`src/rtl/booth_mult_seq_if.sv`:
```
`default_nettype none
// ============================================================================
// Module      : booth_mult_seq_if
// Description : Operand/result handshake bundle for booth_mult_seq.
//               The master side is the operand producer and result consumer.
//               The slave side is the multiplier itself.
// Revision    : 1.0 - initial release
// ============================================================================
interface booth_mult_seq_if #(
    parameter int WIDTH = 8
);
    logic                 in_valid;
    logic                 in_ready;
    logic                 signed_mode;
    logic [WIDTH-1:0]     multiplicand;
    logic [WIDTH-1:0]     multiplier;
    logic                 out_valid;
    logic                 out_ready;
    logic [2*WIDTH-1:0]   product;
    logic                 busy;

    modport master (
        output in_valid, signed_mode, multiplicand, multiplier, out_ready,
        input  in_ready, out_valid, product, busy
    );

    modport slave (
        input  in_valid, signed_mode, multiplicand, multiplier, out_ready,
        output in_ready, out_valid, product, busy
    );
endinterface
`default_nettype wire

```
`src/rtl/booth_mult_seq.sv`:
```
`default_nettype none
// ============================================================================
// Module      : booth_mult_seq
// Description : Parametrised sequential Booth multiplier, signed or unsigned
//               WIDTH-bit operands, 2*WIDTH-bit product, valid/ready on both
//               sides. Radix-2 by default; define BOOTH_RADIX4_EN for
//               modified-Booth radix-4 recoding (WIDTH must then be even).
// Revision    : 1.0 - initial release
// ============================================================================
module booth_mult_seq #(
    parameter int WIDTH = 8
) (
    input  logic            clk,
    input  logic            rst,
    booth_mult_seq_if.slave bus
);

    // Operands carry one extra bit so that the most-negative signed value
    // can be negated and unsigned all-ones values stay positive.
    localparam int c_W1 = WIDTH + 1;

`ifdef BOOTH_RADIX4_EN
    // Radix-4 needs an even-width Q so the digits pair up exactly. The
    // accumulator keeps one guard bit above W1+1 because adding +-2M to a
    // partial sum can exceed the W1+1-bit range before the shift.
    localparam int c_QW    = WIDTH + 2;
    localparam int c_AW    = c_W1 + 2;
    localparam int c_SH    = 2;
    localparam int c_ITERS = WIDTH / 2 + 1;
`else
    localparam int c_QW    = c_W1;
    localparam int c_AW    = c_W1 + 1;
    localparam int c_SH    = 1;
    localparam int c_ITERS = c_W1;
`endif

    localparam int          c_CATW = c_AW + c_QW + 1;
    localparam int          c_CW   = $clog2(c_ITERS + 1);
    localparam [c_CW-1:0]   c_LAST = c_CW'(c_ITERS - 1);

    generate
        if (WIDTH < 2) begin : g_width_min_check
            $error("booth_mult_seq: WIDTH must be at least 2");
        end
`ifdef BOOTH_RADIX4_EN
        if ((WIDTH % 2) != 0) begin : g_width_even_check
            $error("booth_mult_seq: WIDTH must be even for radix-4 recoding");
        end
`endif
    endgenerate

    typedef enum logic [1:0] {
        S_IDLE = 2'd0,
        S_BUSY = 2'd1,
        S_DONE = 2'd2
    } state_t;

    state_t                 r_state;
    state_t                 w_state_nxt;

    logic [c_AW-1:0]        r_a;
    logic [c_QW-1:0]        r_q;
    logic                   r_q_m1;
    logic [c_W1-1:0]        r_m;
    logic [c_CW-1:0]        r_cnt;
    logic [2*WIDTH-1:0]     r_product;

    logic                   w_in_ready;
    logic                   w_out_valid;
    logic                   w_busy;
    logic                   w_accept;
    logic                   w_last;
    logic                   w_m_sign;
    logic                   w_q_sign;
    logic [c_W1-1:0]        w_m_ext;
    logic [c_QW-1:0]        w_q_ext;
    logic [c_AW-1:0]        w_m_acc;
    logic [c_AW-1:0]        w_sum;
    logic [c_CATW-1:0]      w_cat;
    logic [c_CATW-1:0]      w_sh;

    // The signedness decision is folded into the operand extension at accept
    // time, so later changes on signed_mode cannot disturb a running operation.
    assign w_m_sign = bus.signed_mode & bus.multiplicand[WIDTH-1];
    assign w_q_sign = bus.signed_mode & bus.multiplier[WIDTH-1];
    assign w_m_ext  = {w_m_sign, bus.multiplicand};
    assign w_q_ext  = {{(c_QW - WIDTH){w_q_sign}}, bus.multiplier};
    assign w_m_acc  = {{(c_AW - c_W1){r_m[c_W1-1]}}, r_m};

    assign w_accept = bus.in_valid & w_in_ready;
    assign w_last   = (r_state == S_BUSY) && (r_cnt == c_LAST);

    // Booth recoding of the low Q bits selects what is added to the accumulator.
`ifdef BOOTH_RADIX4_EN
    logic [c_AW-1:0] w_m_x2;
    assign w_m_x2 = {w_m_acc[c_AW-2:0], 1'b0};

    always_comb begin
        w_sum = r_a;
        case ({r_q[1:0], r_q_m1})
            3'b001, 3'b010: w_sum = r_a + w_m_acc;
            3'b011:         w_sum = r_a + w_m_x2;
            3'b100:         w_sum = r_a - w_m_x2;
            3'b101, 3'b110: w_sum = r_a - w_m_acc;
            default:        w_sum = r_a;
        endcase
    end
`else
    always_comb begin
        w_sum = r_a;
        case ({r_q[0], r_q_m1})
            2'b01:   w_sum = r_a + w_m_acc;
            2'b10:   w_sum = r_a - w_m_acc;
            default: w_sum = r_a;
        endcase
    end
`endif

    // Arithmetic right shift of the whole {A,Q,Q_-1} chain.
    assign w_cat = {w_sum, r_q, r_q_m1};
    assign w_sh  = {{c_SH{w_cat[c_CATW-1]}}, w_cat[c_CATW-1:c_SH]};

    // State register.
    always_ff @(posedge clk or posedge rst) begin
        if (rst) begin
            r_state <= S_IDLE;
        end else begin
            r_state <= w_state_nxt;
        end
    end

    // Next-state decode and handshake outputs.
    always_comb begin
        w_state_nxt = r_state;
        w_in_ready  = 1'b0;
        w_out_valid = 1'b0;
        w_busy      = 1'b0;
        case (r_state)
            S_IDLE: begin
                w_in_ready = 1'b1;
                if (bus.in_valid) begin
                    w_state_nxt = S_BUSY;
                end
            end
            S_BUSY: begin
                w_busy = 1'b1;
                if (w_last) begin
                    w_state_nxt = S_DONE;
                end
            end
            S_DONE: begin
                w_out_valid = 1'b1;
                if (bus.out_ready) begin
                    w_state_nxt = S_IDLE;
                end
            end
            default: begin
                w_state_nxt = S_IDLE;
            end
        endcase
    end

    // Operand capture, one Booth iteration per BUSY cycle, product capture.
    always_ff @(posedge clk or posedge rst) begin
        if (rst) begin
            r_a       <= '0;
            r_q       <= '0;
            r_q_m1    <= 1'b0;
            r_m       <= '0;
            r_cnt     <= '0;
            r_product <= '0;
        end else if (w_accept) begin
            r_a       <= '0;
            r_q       <= w_q_ext;
            r_q_m1    <= 1'b0;
            r_m       <= w_m_ext;
            r_cnt     <= '0;
        end else if (r_state == S_BUSY) begin
            r_a    <= w_sh[c_CATW-1:c_QW+1];
            r_q    <= w_sh[c_QW:1];
            r_q_m1 <= w_sh[0];
            if (w_last) begin
                // Low 2*WIDTH bits of {A,Q} after the final shift.
                r_product <= w_sh[2*WIDTH:1];
            end else begin
                r_cnt <= r_cnt + c_CW'(1);
            end
        end
    end

    assign bus.in_ready  = w_in_ready;
    assign bus.out_valid = w_out_valid;
    assign bus.busy      = w_busy;
    assign bus.product   = r_product;

endmodule
`default_nettype wire

```
`src/flat_wrapper.sv`:
```
// flat-port wrapper written by rule: the top's interface ports become plain ports
module booth_mult_seq_flat 
#(
    parameter int WIDTH = 8
)
  (clk, rst, bus_in_valid, bus_signed_mode, bus_multiplicand, bus_multiplier, bus_out_ready, bus_in_ready, bus_out_valid, bus_product, bus_busy);
  booth_mult_seq_if #(.WIDTH(WIDTH)) bus_i ();
  input  logic clk;
  input  logic rst;
  input wire logic [$bits(bus_i.in_valid)-1:0] bus_in_valid;
  input wire logic [$bits(bus_i.signed_mode)-1:0] bus_signed_mode;
  input wire logic [$bits(bus_i.multiplicand)-1:0] bus_multiplicand;
  input wire logic [$bits(bus_i.multiplier)-1:0] bus_multiplier;
  input wire logic [$bits(bus_i.out_ready)-1:0] bus_out_ready;
  output wire logic [$bits(bus_i.in_ready)-1:0] bus_in_ready;
  output wire logic [$bits(bus_i.out_valid)-1:0] bus_out_valid;
  output wire logic [$bits(bus_i.product)-1:0] bus_product;
  output wire logic [$bits(bus_i.busy)-1:0] bus_busy;
  assign bus_i.in_valid = bus_in_valid;
  assign bus_i.signed_mode = bus_signed_mode;
  assign bus_i.multiplicand = bus_multiplicand;
  assign bus_i.multiplier = bus_multiplier;
  assign bus_i.out_ready = bus_out_ready;
  assign bus_in_ready = bus_i.in_ready;
  assign bus_out_valid = bus_i.out_valid;
  assign bus_product = bus_i.product;
  assign bus_busy = bus_i.busy;
  booth_mult_seq #(.WIDTH(WIDTH)) u_core (.clk(clk), .rst(rst), .bus(bus_i));
endmodule
```
`config.mk`:
```
export PLATFORM = sky130hd
export DESIGN_NAME = booth_mult_seq_flat
export DESIGN_NICKNAME = d
export VERILOG_FILES = /design/src/rtl/booth_mult_seq_if.sv /design/src/rtl/booth_mult_seq.sv /design/src/flat_wrapper.sv
export SDC_FILE = /design/constraint.sdc
export NUM_CORES = 1
export LEC_CHECK = 0
export CAP_MARGIN = 20
export CORE_MARGIN = 2
export CORE_UTILIZATION = 58
export CTS_CLUSTER_DIAMETER = 150
export DETAILED_ROUTE_END_ITERATION = 8
export PLACE_DENSITY_LB_ADDON = 0.25
export SLEW_MARGIN = 20
export SYNTH_ARGS = -nofsm -noshare
export SYNTH_HDL_FRONTEND = slang
export SYNTH_SLANG_ARGS = --single-unit
```
`constraint.sdc`:
```
create_clock -name clk -period 5.3 [get_ports clk]
set_input_delay 1.59 -clock clk [delete_from_list [all_inputs] [get_ports clk]]
set_output_delay 1.59 -clock clk [all_outputs]
set_load 0.05 [all_outputs]
```
== After elaboration in Yosys (flattened, before gate mapping) ==
Cells that the tools add are included.

* Logic and storage cells: 46
* Memories: 0
* Memory bits (writable): 0
* Input bits: 21
* ROM bits: 0
* Latch bits: 0
* Register bits: 51
* Output and inout port bits: 19

* Bitwise logic cells: 4
* Div/mod/pow operators: 0
* Equal/unequal tests: 9
* Magnitude comparators: 0
* Shift operators: 0
* $mul: 0
* Mux-type cells: 17
* Reduce and logical (&&, ||, !) cells: 6
* Add/subtract/negate cells: 3

{| class="wikitable"
|+ Operator list
! operator !! number
|-
| 10-bit 2-to-1 mux || 2
|-
| 10-bit one-hot mux with 2 select lines || 1
|-
| 9-bit 2-to-1 mux || 2
|-
| 4-bit 2-to-1 mux || 3
|-
| 10-bit adder || 1
|-
| 10-bit subtractor || 1
|-
| 2-bit 2-to-1 mux || 3
|-
| 2-bit one-hot mux with 3 select lines || 1
|-
| 3-bit AND reduction || 2
|-
| 1-bit 2-to-1 mux || 5
|-
| 4-bit by 1-bit adder with 4-bit output (second input constant) || 1
|-
| 2-bit by 1-bit == test with 1-bit output (second input constant) || 2
|-
| 2-bit == test (second input constant) || 2
|-
| 4-bit == test (second input constant) || 1
|-
| 2-bit by 1-bit != test with 1-bit output (second input constant) || 2
|-
| 2-bit != test (second input constant) || 2
|-
| 1-bit bitwise AND || 3
|-
| 2-bit logical NOT || 1
|-
| 2-bit AND reduction || 1
|-
| 2-bit nonzero test || 1
|-
| 1-bit logical AND || 1
|-
| 1-bit inverter || 1
|}

== Longest topological paths before layout ==
* Word-level depth: 5
* Mapped depth: 13
* Depth with buffers taken out: 13

== Worst setup path after synthesis ==
No wires, ideal clock.

* Kind: register to output
* Start: reg u_core.r_state[1]
* End: out bus_busy
* Arrival time: 1.349 ns
* Required time: 3.710 ns
* Stages on the path, launching flop included: 5
* Path buffers: 2
* Path slack: 2.361 ns
* Cell sequence: dfrtp_1 nand2b_1 buf_2 inv_1 clkbuf_1

* Cells in the longest elaborated chain, start to end: 2

{| class="wikitable"
|+ RTL lines
! item !! RTL line !! source
|-
| from (decl) || booth_mult_seq.sv:58 || <nowiki>state_t r_state;</nowiki>
|-
| from (signal assigned) || booth_mult_seq.sv:128 || <nowiki>r_state <= w_state_nxt;</nowiki>
|-
| 2-bit by 1-bit == test with 1-bit output || booth_mult_seq.sv:138 || <nowiki>case (r_state)</nowiki>
|-
| 1-bit 2-to-1 mux || booth_mult_seq.sv:138 ||
|-
| to (decl) || flat_wrapper.sv:18 || <nowiki>output wire logic [$bits(bus_i.busy)-1:0] bus_busy;</nowiki>
|}

Every way passes these cells.

== Worst setup path after layout ==
Same ends and word-level chain as after synthesis.

==> metrics.yaml <==
run_status:
  status: "complete, no violations"
yosys:
  syn_area_um2: 2720
  synth.net_count: 344
  synth_cells: 309
  synth_top_area_cell: "dfrtp_1"
  netlist_top_cells_count: "nand2_1, dfrtp_1, nor2_1"
  synth-warning-count: 0
  post-synth-top-count-cell: "nand2_1"
  synth_ff_type: "dfrtp_1"
  synth_top_area_share_pct: 46.1
  syn_avg_cell_area_um2: 8.79
  ys_seq_area_share_pct: 46.1
  synth_edf_count: 0
  synth_seq_cells: 50
  synth_area_leaders: "dfrtp_1, nand2_1, ha_1"
  synth_cell_types: 43
  postSynth.asyncResetShare_pct: 100
grt:
  antenna_found_initial: 0
  grt_pass1_wl_um: 9800
  grt_use_met2_pct: 37.3
  grt_max_degree: 51
  grt-ovfl-total: 0
  grt.busiest_layer: "met2"
  grt_pass1_vias: 2107
  grt_use_met1_pct: 34.2
  grt_use_met3_pct: 5.83
  grt_use_total_pct: 24.0
die:
  dieArea_um2: 5240
  dieHeight_um: 72.4
  die_w_um: 72.4
  initial_core_util_pct: 61.1
  core_um2: 4440
  ios: 40
  fp-row-count: 24
place:
  port_buffers: 39
  gp_congestion: 0.847
  dp_hpwl_um: 3960
timing:
  min_period_over_period_pct: 72.2
  finalSetupTns_ps: 0
  hold_viol_final: 0
  slew_headroom_pct: 40.6
  period_needed_ps: 3830
  max_freq_mhz: 261
  setup_violations: 0
  drv_slew: 0
  rsz0062_at_grt: "no"
  finClkSkew_ps: 10.2
  tightest_slew_ps: 892
worst_setup_path:
  criticalPathCategory: "reg -> out"
  r2r-start: "u_core.r_q[0]"
  crit_path_start: "u_core.r_state[1]"
  crit_chain: "nand2b_1 > inv_1 > clkdlybuf4s50_1"
  cp_slowest_cell: "clkdlybuf4s50_1"
  cp_top_family: "buffers and inverters"
  cp-start-kind: "register"
  required_ps: 3710
  max_stage_delay_ps: 830
  path_max_fanout: 19
  worstPathArrival_ps: 2240
  crit_buf_inv: 2
  cp-end-kind: "primary output"
clocking:
  post_cts_buffers: 0
  cts_root_buf: "clkbuf_8"
  cts.clk_slew.worst_paths_ps: 100
  cts.sinks: 50
  clkLatencyLatePin_ps: 310
  cts_resized: 0
  h-tree-depth: 2
  cts_hold_buf: 0
  cts_buffer_depth: 2
  cts_buffers: 5
  cts_tree: "yes"
cells_and_area:
  synthToLayoutAreaGrowth_pct: 20.0
  multi_input_area_um2: 1360
  layout-drive-gt1-share_pct: 4.96
  seq_area_um2: 1250
  nNetsFinal: 377
  fillers: 341
  num_antenna_cells: 0
routing:
  vias: 2234
  dr.first_iter.drc_count: 179
  wirelength_um: 5640
  drt_first_pass_iters: 4
  viasPerCell: 5.66
  ant_nets: 0
  avgRoutedWirePerCell_um: 14.3
  drc_errors: 0
worst_hold_path:
  hold_path.class: "reg -> reg"
  min-delay-start: "u_core.bus.product[6]"
flow_run:
  maxCapViolations: 0
==> metrics by stage <==
stage / cells / util [%] / area (um2) / worst slack [ps] / hold slack [ps]
after floorplan: 309 / - / 2720 / 2360 / 461
after global placement: 387 / 70.2 / 3120 / 1890 / 458
after detailed placement: 387 / 70.2 / 3120 / 1870 / 462
after CTS: 395 / 73.3 / 3260 / 1470 / 483
after global routing: 395 / 73.3 / 3260 / 1360 / 507
final: 395 / 73.3 / 3260 / 1470 / 478
==> registers in the layout, summed over array words and instances, names as in the netlist <==
| signal | count |
|---|---|
| u_core.bus.product | 16 |
| u_core.r_cnt | 4 |
| u_core.r_a | 9 |
| u_core.r_state | 2 |
| u_core.r_q_m1 | 1 |
| u_core.r_m | 9 |
| u_core.r_q | 9 |
==> worst min-delay path: cells and delay by family (launching register included) <==
kind | cells | cell delay [ps]
simple gates | 2 | 100
flops | 1 | 350
==> worst paths after layout <==
path                                           to  slack (ps)  cells past startpoint
max                                      bus_busy        1470                      3
min in group asynchronous   u_core.bus.product[4]        1730                      2
min                         u_core.bus.product[6]         480                      2
min reg2reg                 u_core.bus.product[6]         480                      2
max in group asynchronous           u_core.r_m[0]        3070                      2
max reg2reg                u_core.bus.product[14]        2310                      9
==> final cells by class <==
class / count / share of cell area, %
clock inverters: 3 / 2.11
multi-input cells: 232 / 41.7
inverters: 13 / 1.54
repair buffers: 40 / 12.2
clock buffers: 5 / 2.11
well taps: 52 / 2.00
flip-flops and latches: 50 / 38.4
==> placed cells by master (no fill, tap or decap), types with 10 or more instances in the layout <==
| master | count |
|---|---|
| nand2_1 | 82 |
| xnor2_1 | 10 |
| a21oi_1 | 16 |
| ha_1 | 13 |
| dfrtp_1 | 50 |
| inv_1 | 12 |
| nand3_1 | 10 |
| o21ai_0 | 14 |
| nor2_1 | 20 |
| clkdlybuf4s50_1 | 39 |
==> logic make-up after synthesis <==
group / Yosys count / synth area share (%)
AND/OR/NAND/NOR: 144 / 24.2
AO/OA/AOI/OAI: 55 / 12.5
flip-flops: 50 / 46.1
buffers and inverters: 27 / 3.92
adder cells (fa/ha/maj): 14 / 6.73
XOR/XNOR: 13 / 4.19
multiplexers: 6 / 2.35
==> routing by layer <==
metal	vias up	share of wire (%)
li1	1113	-
met1	1048	45
met2	67	49
met3	6	5.1
met4	0	1.2
met5	-	0
Power is not shown: default switching activity piles up to over one toggle a cycle in this logic, so the estimate is an artifact.
